<file path="config.mk">
export PLATFORM = sky130hd
export DESIGN_NAME = uart_cmd_tx_flat
export DESIGN_NICKNAME = d
export VERILOG_FILES = /design/src/rtl/uart_cmd_pkg.sv /design/src/rtl/uart_cmd_if.sv /design/src/rtl/uart_tx_ser.sv /design/src/rtl/uart_cmd_tx.sv /design/src/flat_wrapper.sv
export SDC_FILE = /design/constraint.sdc
export NUM_CORES = 1
export LEC_CHECK = 0
export CELL_PAD_IN_SITES_DETAIL_PLACEMENT = 1
export CELL_PAD_IN_SITES_GLOBAL_PLACEMENT = 2
export CORE_MARGIN = 4
export CORE_UTILIZATION = 37
export DETAILED_ROUTE_END_ITERATION = 8
export PLACE_DENSITY_LB_ADDON = 0.1
export SLEW_MARGIN = 5
export SYNTH_ARGS = -nofsm -noshare
export SYNTH_HDL_FRONTEND = slang
export SYNTH_SLANG_ARGS = --single-unit
export TNS_END_PERCENT = 5
</file>
<file path="constraint.sdc">
create_clock -name clk -period 3.7 [get_ports clk]
set_input_delay 0.37 -clock clk [delete_from_list [all_inputs] [get_ports clk]]
set_output_delay 0.37 -clock clk [all_outputs]
set_load 0.03 [all_outputs]
</file>
<file path="src/rtl/uart_cmd_pkg.sv">
// Shared definitions for the UART monitor command transmitter: opcodes, FSM states,
// ASCII constants, the latched command payload and nibble/character helpers.
package uart_cmd_pkg;

  localparam int unsigned OP_W      = 2;
  localparam int unsigned ADR_W     = 32;
  localparam int unsigned DATA_W    = 32;
  localparam int unsigned CHAR_W    = 8;
  localparam int unsigned NIB_CNT_W = 3;
  localparam int unsigned STATE_W   = 3;

  localparam logic [OP_W-1:0] OP_WADR = 2'b00;
  localparam logic [OP_W-1:0] OP_DATA = 2'b01;
  localparam logic [OP_W-1:0] OP_READ = 2'b10;
  localparam logic [OP_W-1:0] OP_GO   = 2'b11;

  // Each state names the character currently on the wire
  localparam logic [STATE_W-1:0] ST_IDLE = 3'd0;
  localparam logic [STATE_W-1:0] ST_OPCH = 3'd1;
  localparam logic [STATE_W-1:0] ST_SP1  = 3'd2;
  localparam logic [STATE_W-1:0] ST_HEXA = 3'd3;
  localparam logic [STATE_W-1:0] ST_SP2  = 3'd4;
  localparam logic [STATE_W-1:0] ST_HEXB = 3'd5;
  localparam logic [STATE_W-1:0] ST_CR   = 3'd6;
  localparam logic [STATE_W-1:0] ST_LF   = 3'd7;

  localparam logic [CHAR_W-1:0] ASC_CR = 8'h0d;
  localparam logic [CHAR_W-1:0] ASC_LF = 8'h0a;
  localparam logic [CHAR_W-1:0] ASC_SP = 8'h20;
  localparam logic [CHAR_W-1:0] ASC_W  = 8'h77;
  localparam logic [CHAR_W-1:0] ASC_R  = 8'h72;
  localparam logic [CHAR_W-1:0] ASC_G  = 8'h67;

  typedef struct packed {
    logic [OP_W-1:0]   op;
    logic [ADR_W-1:0]  adr;
    logic [DATA_W-1:0] data;
  } cmd_t;

  function automatic logic [CHAR_W-1:0] nib2asc(input logic [3:0] n);
    if (n < 4'd10) return 8'h30 + {4'h0, n};
    else           return 8'h57 + {4'h0, n};
  endfunction

  function automatic logic [3:0] nib_sel(input logic [31:0] w, input logic [NIB_CNT_W-1:0] i);
    return w[{i, 2'b00} +: 4];
  endfunction

  // DATA lines carry no opcode character, so only three letters exist
  function automatic logic [CHAR_W-1:0] op_char(input logic [OP_W-1:0] op);
    case (op)
      OP_WADR: return ASC_W;
      OP_READ: return ASC_R;
      default: return ASC_G;
    endcase
  endfunction

endpackage

</file>
<file path="src/rtl/uart_cmd_if.sv">
// Command handshake between a host and the UART command transmitter.
interface uart_cmd_if;

  logic                                cmd_valid;
  logic                                cmd_ready;
  logic [uart_cmd_pkg::OP_W-1:0]       cmd_op;
  logic [uart_cmd_pkg::ADR_W-1:0]      cmd_adr;
  logic [uart_cmd_pkg::DATA_W-1:0]     cmd_data;

  modport master (
    output cmd_valid,
    output cmd_op,
    output cmd_adr,
    output cmd_data,
    input  cmd_ready
  );

  modport slave (
    input  cmd_valid,
    input  cmd_op,
    input  cmd_adr,
    input  cmd_data,
    output cmd_ready
  );

endinterface

</file>
<file path="src/rtl/uart_tx_ser.sv">
// 8N1 serializer: start bit, eight data bits LSB first, stop bit, each held BAUD_DIV cycles.
// A new character may be loaded in the cycle char_done is high for gap-free streaming.
module uart_tx_ser #(
  parameter int unsigned BAUD_DIV = 434
) (
  input  logic       clk,
  input  logic       rst,
  input  logic [7:0] char_in,
  input  logic       char_load,
  output logic       char_done,
  output logic       tx
);

  localparam int unsigned CNT_W = $clog2(BAUD_DIV);
  localparam int unsigned BIT_W = 4;
  localparam logic [BIT_W-1:0] LAST_BIT = 4'd9;
  localparam logic [CNT_W-1:0] BAUD_MAX = CNT_W'(BAUD_DIV - 1);

  logic             active;
  logic [8:0]       shreg;
  logic [BIT_W-1:0] bit_cnt;
  logic [CNT_W-1:0] baud_cnt;
  logic             bit_end_c;
  logic             char_end_c;

  assign bit_end_c  = active && (baud_cnt == '0);
  assign char_end_c = bit_end_c && (bit_cnt == LAST_BIT);

  always_ff @(posedge clk or posedge rst) begin
    if (rst) begin
      active    <= 1'b0;
      shreg     <= '0;
      bit_cnt   <= '0;
      baud_cnt  <= '0;
      tx        <= 1'b1;
      char_done <= 1'b0;
    end else begin
      // Registered one cycle early so it coincides with the final stop-bit cycle
      char_done <= active && (bit_cnt == LAST_BIT) && (baud_cnt == CNT_W'(1));
      if (char_load && (!active || char_end_c)) begin
        tx       <= 1'b0;
        shreg    <= {1'b1, char_in};
        bit_cnt  <= '0;
        baud_cnt <= BAUD_MAX;
        active   <= 1'b1;
      end else if (char_end_c) begin
        active   <= 1'b0;
      end else if (bit_end_c) begin
        tx       <= shreg[0];
        shreg    <= {1'b0, shreg[8:1]};
        bit_cnt  <= bit_cnt + BIT_W'(1);
        baud_cnt <= BAUD_MAX;
      end else if (active) begin
        baud_cnt <= baud_cnt - CNT_W'(1);
      end
    end
  end

endmodule

</file>
<file path="src/rtl/uart_cmd_tx.sv">
// Host-side UART monitor command transmitter: formats one command as an ASCII hex line
// and streams it through the 8N1 serializer.
module uart_cmd_tx
  import uart_cmd_pkg::*;
#(
  parameter int unsigned BAUD_DIV = 434
) (
  input  logic      clk,
  input  logic      rst,
  uart_cmd_if.slave cmd,
  output logic      tx,
  output logic      busy,
  output logic      done
);

  logic [STATE_W-1:0]   state_q;
  logic [STATE_W-1:0]   state_n;
  logic [NIB_CNT_W-1:0] nib_q;
  logic [NIB_CNT_W-1:0] nib_n;
  logic [NIB_CNT_W-1:0] nib_dn_c;
  cmd_t                 cmd_q;
  logic                 ready_q;
  logic                 accept_c;
  logic                 load_c;
  logic [CHAR_W-1:0]    char_c;
  logic                 char_done;

  assign cmd.cmd_ready = ready_q;
  assign accept_c      = cmd.cmd_valid && ready_q;
  assign nib_dn_c      = nib_q - NIB_CNT_W'(1);

  uart_tx_ser #(
    .BAUD_DIV (BAUD_DIV)
  ) u_ser (
    .clk       (clk),
    .rst       (rst),
    .char_in   (char_c),
    .char_load (load_c),
    .char_done (char_done),
    .tx        (tx)
  );

  // FSM state and nibble counter
  always_ff @(posedge clk or posedge rst) begin
    if (rst) begin
      state_q <= ST_IDLE;
      nib_q   <= '0;
    end else begin
      state_q <= state_n;
      nib_q   <= nib_n;
    end
  end

  // Next state and the character handed to the serializer on each transition
  always_comb begin
    state_n = state_q;
    nib_n   = nib_q;
    load_c  = 1'b0;
    char_c  = ASC_SP;
    case (state_q)
      ST_IDLE: begin
        // First character comes straight from the inputs so tx starts next cycle
        if (accept_c) begin
          load_c = 1'b1;
          if (cmd.cmd_op == OP_DATA) begin
            state_n = ST_HEXB;
            nib_n   = 3'd7;
            char_c  = nib2asc(cmd.cmd_data[31:28]);
          end else begin
            state_n = ST_OPCH;
            char_c  = op_char(cmd.cmd_op);
          end
        end
      end
      ST_OPCH: begin
        if (char_done) begin
          load_c  = 1'b1;
          state_n = ST_SP1;
          char_c  = ASC_SP;
        end
      end
      ST_SP1: begin
        if (char_done) begin
          load_c  = 1'b1;
          state_n = ST_HEXA;
          nib_n   = 3'd7;
          char_c  = nib2asc(cmd_q.adr[31:28]);
        end
      end
      ST_HEXA: begin
        if (char_done) begin
          load_c = 1'b1;
          if (nib_q != '0) begin
            nib_n  = nib_dn_c;
            char_c = nib2asc(nib_sel(cmd_q.adr, nib_dn_c));
          end else if (cmd_q.op == OP_READ) begin
            state_n = ST_SP2;
            char_c  = ASC_SP;
          end else begin
            state_n = ST_CR;
            char_c  = ASC_CR;
          end
        end
      end
      ST_SP2: begin
        if (char_done) begin
          load_c  = 1'b1;
          state_n = ST_HEXB;
          nib_n   = 3'd7;
          char_c  = nib2asc(cmd_q.data[31:28]);
        end
      end
      ST_HEXB: begin
        if (char_done) begin
          load_c = 1'b1;
          if (nib_q != '0) begin
            nib_n  = nib_dn_c;
            char_c = nib2asc(nib_sel(cmd_q.data, nib_dn_c));
          end else begin
            state_n = ST_CR;
            char_c  = ASC_CR;
          end
        end
      end
      ST_CR: begin
        if (char_done) begin
          load_c  = 1'b1;
          state_n = ST_LF;
          char_c  = ASC_LF;
        end
      end
      ST_LF: begin
        if (char_done) state_n = ST_IDLE;
      end
      default: state_n = ST_IDLE;
    endcase
  end

  // Latched command, handshake and status outputs
  always_ff @(posedge clk or posedge rst) begin
    if (rst) begin
      cmd_q   <= '0;
      ready_q <= 1'b1;
      busy    <= 1'b0;
      done    <= 1'b0;
    end else begin
      if (accept_c) begin
        cmd_q.op   <= cmd.cmd_op;
        cmd_q.adr  <= cmd.cmd_adr;
        cmd_q.data <= cmd.cmd_data;
      end
      ready_q <= (state_n == ST_IDLE);
      busy    <= (state_n != ST_IDLE);
      done    <= (state_q == ST_LF) && char_done;
    end
  end

endmodule

</file>
<file path="src/flat_wrapper.sv">
// flat-port wrapper written by rule: the top's interface ports become plain ports
module uart_cmd_tx_flat import uart_cmd_pkg::*;
#(
  parameter int unsigned BAUD_DIV = 434
)
  (clk, rst, tx, busy, done, cmd_cmd_valid, cmd_cmd_op, cmd_cmd_adr, cmd_cmd_data, cmd_cmd_ready);
  uart_cmd_if cmd_i ();
  input  logic clk;
  input  logic rst;
  output logic tx;
  output logic busy;
  output logic done;
  input wire logic [$bits(cmd_i.cmd_valid)-1:0] cmd_cmd_valid;
  input wire logic [$bits(cmd_i.cmd_op)-1:0] cmd_cmd_op;
  input wire logic [$bits(cmd_i.cmd_adr)-1:0] cmd_cmd_adr;
  input wire logic [$bits(cmd_i.cmd_data)-1:0] cmd_cmd_data;
  output wire logic [$bits(cmd_i.cmd_ready)-1:0] cmd_cmd_ready;
  assign cmd_i.cmd_valid = cmd_cmd_valid;
  assign cmd_i.cmd_op = cmd_cmd_op;
  assign cmd_i.cmd_adr = cmd_cmd_adr;
  assign cmd_i.cmd_data = cmd_cmd_data;
  assign cmd_cmd_ready = cmd_i.cmd_ready;
  uart_cmd_tx #(.BAUD_DIV(BAUD_DIV)) u_core (.clk(clk), .rst(rst), .cmd(cmd_i), .tx(tx), .busy(busy), .done(done));
endmodule
</file>
Word-level counts from Yosys, hierarchy flattened. Cells that the tools add are included.

Flip-flop bits (word level): 100. Bits of input ports: 69. Output and inout bits: 4. Word-level logic and storage cells: 131.

$add $sub $neg: 13. $lt $le $gt $ge: 5. Equal/unequal tests: 18. Shifts and indexed selects: 2. Mux-type cells: 54. Reductions and logical operators: 25.

Operators by type and width (count): $mux 8 (13); $shiftx 32x6->4 (2); $mux 9 (7); $mux 3 (16); $pmux 8 s6 (1); $add 7x4->8 const A (5); $add 6x4->7 const A (5); $pmux 3 s8 (1); $lt 4x4->1 const B (5); $eq 3x3->1 const B (4); $mux 4 (3); $mux 6 (2); $ne 2x1->1 const B (6); $reduce_bool 3->1 (4); $pmux 5 s2 (1); $eq 9x1->1 const B (1); $logic_not 9->1 (1); $pmux 3 s3 (1); $sub 9x1->9 const B (1); $logic_and 1x1->1 (7); $mux 1 (7); $eq 3x2->1 const B (2); $logic_not 3->1 (2); $reduce_and 6->1 (1); other kinds (15) (19).

Depth between registers and ports, before layout.
Depth in word-level cells: 8. Depth in mapped cells: 12.

Hierarchy. Synthesis repeated with hierarchy kept, for this count alone.

Cells, all modules: 498. Area, all modules: 5686.7 um^2.

By module, submodules not included: uart_cmd_tx (times used 1, cells an instance 367, area each 4277.9 um^2); uart_tx_ser (times used 1, cells an instance 131, area each 1408.9 um^2).

Worst setup path after synthesis. Ideal clock, no wire load.

Path kind: register -> register. Start point: register u_core.nib_q[0]. End point: register u_core.u_ser.shreg[1]. Data arrival time: 2930 ps. Required time: 3574 ps. Setup slack: 644 ps. Cell stages (with the launch flop): 12. Path buffers: 2. Period minus slack after synthesis: 3056 ps. Path through: dfrtp_1 -> buf_4 -> buf_6 -> inv_1 -> ha_1 -> xor2_2 -> mux4_1 -> mux2i_1 -> ha_1 -> a221oi_1 -> o31a_1 -> a221o_1.

Cells in the longest elaborated chain, start to end: 8. Elaborated cells between the ends (all ways): 18. Those cells by class: add/sub: 5; order compare: 2; shift: 2; mux: 8; reduce/logical: 1.

RTL lines: from (decl) (line uart_cmd_tx.sv:18) `logic [NIB_CNT_W-1:0] nib_q;`; from (signal assigned) (line uart_cmd_tx.sv:50) `nib_q <= nib_n;`; $sub 3x1->3 (line uart_cmd_tx.sv:30) `assign nib_dn_c = nib_q - NIB_CNT_W'(1);`; $shiftx 32x6->4 (line uart_cmd_pkg.sv:46) `return w[{i, 2'b00} +: 4];`; $add 7x4->8 (tied with other cells) (line uart_cmd_pkg.sv:42) `else return 8'h57 + {4'h0, n};`; $mux 8 (line uart_cmd_pkg.sv:41) `if (n < 4'd10) return 8'h30 + {4'h0, n};`; $mux 8, on equally long branches (line uart_cmd_tx.sv:116, uart_cmd_tx.sv:93); $mux 8, on equally long branches (line uart_cmd_tx.sv:114, uart_cmd_tx.sv:91); $pmux 8 s6 (*) (line uart_cmd_tx.sv:60) `case (state_q)`; $mux 9 (*) (line uart_tx_ser.sv:40) `if (char_load && (!active || char_end_c)) begin`; to (signal assigned) (line uart_tx_ser.sv:42) `shreg <= {1'b1, char_in};`; to (signal assigned) (line uart_tx_ser.sv:50) `shreg <= {1'b0, shreg[8:1]};`; to (decl) (line uart_tx_ser.sv:20) `logic [8:0] shreg;`.

Every way passes the cells marked *; elsewhere a longest branch is shown, timed or not. A chain may end at the register's enable or synchronous reset.

Worst setup path in the final report.
Start point: register u_core.state_q[1]. End point: register u_core.u_ser.shreg[1].

Cells in the longest elaborated chain, start to end: 6. Elaborated cells between the ends (all ways): 15. Those cells by class: eq/ne: 7; mux: 3; reduce/logical: 5.

RTL lines: from (decl) (line uart_cmd_tx.sv:16) `logic [STATE_W-1:0] state_q;`; from (signal assigned) (line uart_cmd_tx.sv:49) `state_q <= state_n;`; $eq 3x1->1 (tied with other cells) (line uart_cmd_tx.sv:60); $reduce_or 6->1 (no line); $pmux 1 s2 (line uart_cmd_tx.sv:60); $logic_and 1x1->1 (line uart_tx_ser.sv:40); $ne 2x1->1 (no line) or $reduce_bool 2->1 (tied branches); $reduce_and 2->1 (no line).

Parallel ways exist; a longest one is shown, timed or not.

==> results.yml <==
run_status:
  outcome: "completed"
power:
  clkPwrFrac: 0.223
  vdd_drop_max_mv: 0.286
  p_sw_mw: 1.41
  power_density_nw_per_um2: 595
  leakagePower_nw: 2.84
  switching_share: 0.343
  seqPwrFrac: 0.441
  internal_power_mw: 2.71
  power_frac_comb: 0.337
yosys:
  syn_area_um2: 5740
  synthDistinctLibCells: 69
  ys_seq_area_frac: 0.436
  synth_area_leader_cell: "dfrtp_1"
  synthArstFlopShare: 1.00
  synth_edf_count: 0
  synthTopCellsByArea: "dfrtp_1 (43%), mux2_2 (14%), mux4_2 (5.5%), nand2_1 (2.5%), a21oi_1 (2.4%)"
  synth-seq-cells: 100
  ys.flop_type: "dfrtp_1"
  syn_nets: 602
  synthCells: 522
  yosysWarningCount: 0
  avgSynthCellArea_um2: 11.0
  synth_top_cell_area_share: 0.427
clock_tree:
  cts_tree: "done"
  hold_buffers: 0
  path_clk_slew_ns: 0.08
  clockBufferDepth: 2
  htreeDepth: 3
  cts_buffers: 9
  clock_sinks: 100
  clk-insertion-delay-late_ns: 0.36
  postCtsSetupBuffers: 0
  cts_root_buffer: "clkbuf_16"
  cts_resized: 0
global_route:
  grt_pass1_vias: 4805
  grt_pass1_wl_um: 26000
  grt_max_degree: 60
  antenna_found_initial: 0
  overflow: 0
  grtUsageTotal: 0.185
job:
  max_cap_violations: 0
sta:
  hold_violations: 0
  max_freq_mhz: 314
  slew_viol_final: 0
  skew_ns: 0.0103
  relSlewSlack: 0.271
  timing.setup.tns_ns: 0
  period_needed_ns: 3.18
  finalSetupViolCount: 0
  period_share: 0.860
  worstMarginPinSlew_ns: 1.07
  rsz0062_at_grt: "no"
cells_and_area:
  layout-drive-gt1-share: 0.207
  final_common_cell: "dfrtp_1"
  nNetsFinal: 665
  final_cell_mix: "dfrtp_1 (98), clkdlybuf4s50_1 (72), mux2_2 (69)"
  finalNonFillerCells: 778
  syn2layout_area_growth_pct: 20.6
  n_antenna_cell: 0
min_path:
  min_path_type: "in2async"
floorplan:
  rows: 45
  initial_core_util: 0.378
  num_io_pins: 73
  dieArea_um2: 17600
  die_x_um: 133
  core_um2: 15200
  die_h_um: 133
setup_path:
  crit_arrival_ns: 3.42
  start_kind: "flop"
  r2r_start: "u_core.state_q[1]"
  path_cells: "nor3_1 > a221oi_4 > o21ai_1 > nor2_1 > a221o_1"
  max_stage_delay_ns: 0.85
  cpMaxStageDelayCell: "o21ai_1"
  r2r_end: "u_core.u_ser.shreg[1]"
  r2r_slack_ns: 0.52
  required_ns: 3.93
  cp-end-kind: "flop"
  startpoint: "u_core.state_q[1]"
  cp_max_fo: 18
  cp-endpoint: "u_core.u_ser.shreg[1]"
  r2r_cells: 5
  critPathKind: "reg2reg"
drt:
  drtIter0Drc: 219
  drtAntennaViolNets: 0
  vias: 4419
  drtPass1Iterations: 5
  avgViaCountPerCell: 5.68
  drc: 0
  finalWirelength_um: 16100
  avgRoutedWirePerCell_um: 20.7
placed_design:
  dp_cells: 762
  dp_hpwl_um: 12200
  port_buffers: 72
  gp_congestion: 0.821
[how the worst min path moves through the flow]
stage	from	slack [ns]	end
floorplan	u_core.u_ser.shreg[8]	0.45	u_core.u_ser.shreg[8]
global placement	u_core.u_ser.shreg[8]	0.46	u_core.u_ser.shreg[8]
detailed placement	u_core.u_ser.shreg[8]	0.48	u_core.u_ser.shreg[8]
CTS	rst	0.45	u_core.cmd_q[15]
global route	rst	0.47	u_core.cmd_q[15]
finish	rst	0.42	u_core.cmd_q[3]
[worst max-delay path, delay by kind of cell (launching register included)]
kind	cells	cell delay, ns
AO/OA/AOI/OAI	3	1.42
AND/OR/NAND/NOR	2	1.01
flip-flops	1	0.62
[cell usage after synthesis (all sizes together) (6+ instances only)]
cell    instances
a21oi          28
o22ai           8
clkbuf         21
a31oi           9
inv            17
ha             11
nand3          10
nor2b           7
o21ai          23
xnor2           6
mux2i          10
mux2           69
o31ai           6
nor3           10
buf             9
nor2           34
mux4           17
nand2          39
nand2b          7
dfrtp          98
[metal layers]
| layer | wire length [µm] | global-route usage | vias up |
|---|---|---|---|
| li1 | - | - | 2060 |
| met1 | 7320 | 0.243 | 2250 |
| met4 | 340 | 0.0699 | 0 |
| met5 | 0 | 0 | - |
| met3 | 575 | 0.0350 | 24 |
| met2 | 7880 | 0.303 | 85 |
[final cells by class]
type,count,area (µm²)
fill,1659,8280
multi-input combinational,375,3040
sequential,100,2500
timing repair buffer,82,808
tap,188,235
clock buffer,10,229
inverter,17,66.3
clock inverter,6,47.5
[power by group through the flow]
| stage | sequential (mW) | combinational (mW) | clock (mW) |
|---|---|---|---|
| 3_3_place_gp | 1.82 | 1.34 | 0 |
| 6_report | 1.82 | 1.39 | 0.917 |
| 2_1_floorplan | 1.67 | 1.07 | 0 |
| 4_1_cts | 1.82 | 1.40 | 0.940 |
| 5_1_grt | 1.87 | 1.52 | 0.983 |
| 3_5_place_dp | 1.84 | 1.39 | 0 |
[cells by family (layout without fill, tap and decap cells)]
group / count (synthesis) / after routing / synth area share
AND/OR/NAND/NOR: 140 / 140 / 0.123
flip-flops: 100 / 100 / 0.436
multiplexers: 96 / 96 / 0.221
AO/OA/AOI/OAI: 118 / 118 / 0.144
buffers and inverters: 47 / 115 / 0.0357
adder cells (fa/ha/maj): 11 / 11 / 0.0240
XOR/XNOR: 10 / 10 / 0.0166
[registers in the layout (all words and copies together) (netlist names)]
signal / count
u_core.cmd_q: 66
u_core.u_ser.baud_cnt: 9
u_core.u_ser.shreg: 9
u_core.u_ser.bit_cnt: 4
u_core.nib_q: 3
u_core.state_q: 3
u_core.busy: 1
u_core.cmd.cmd_ready: 1
u_core.done: 1
u_core.u_ser.active: 1
u_core.u_ser.char_done: 1
u_core.u_ser.tx: 1
[through the flow]
step | hold WS [ns] | total power, mW | util | setup slack (ns) | cell area, µm²
global placement | 0.462 | 3.16 | 0.437 | 0.539 | 6650
floorplan | 0.447 | 2.74 | - | 0.644 | 5740
detailed placement | 0.478 | 3.23 | 0.437 | 0.532 | 6650
global route | 0.472 | 4.37 | 0.456 | 0.347 | 6930
finish | 0.424 | 4.12 | 0.456 | 0.519 | 6930
CTS | 0.450 | 4.16 | 0.456 | 0.508 | 6930
Power figures use the tool's default switching activity.
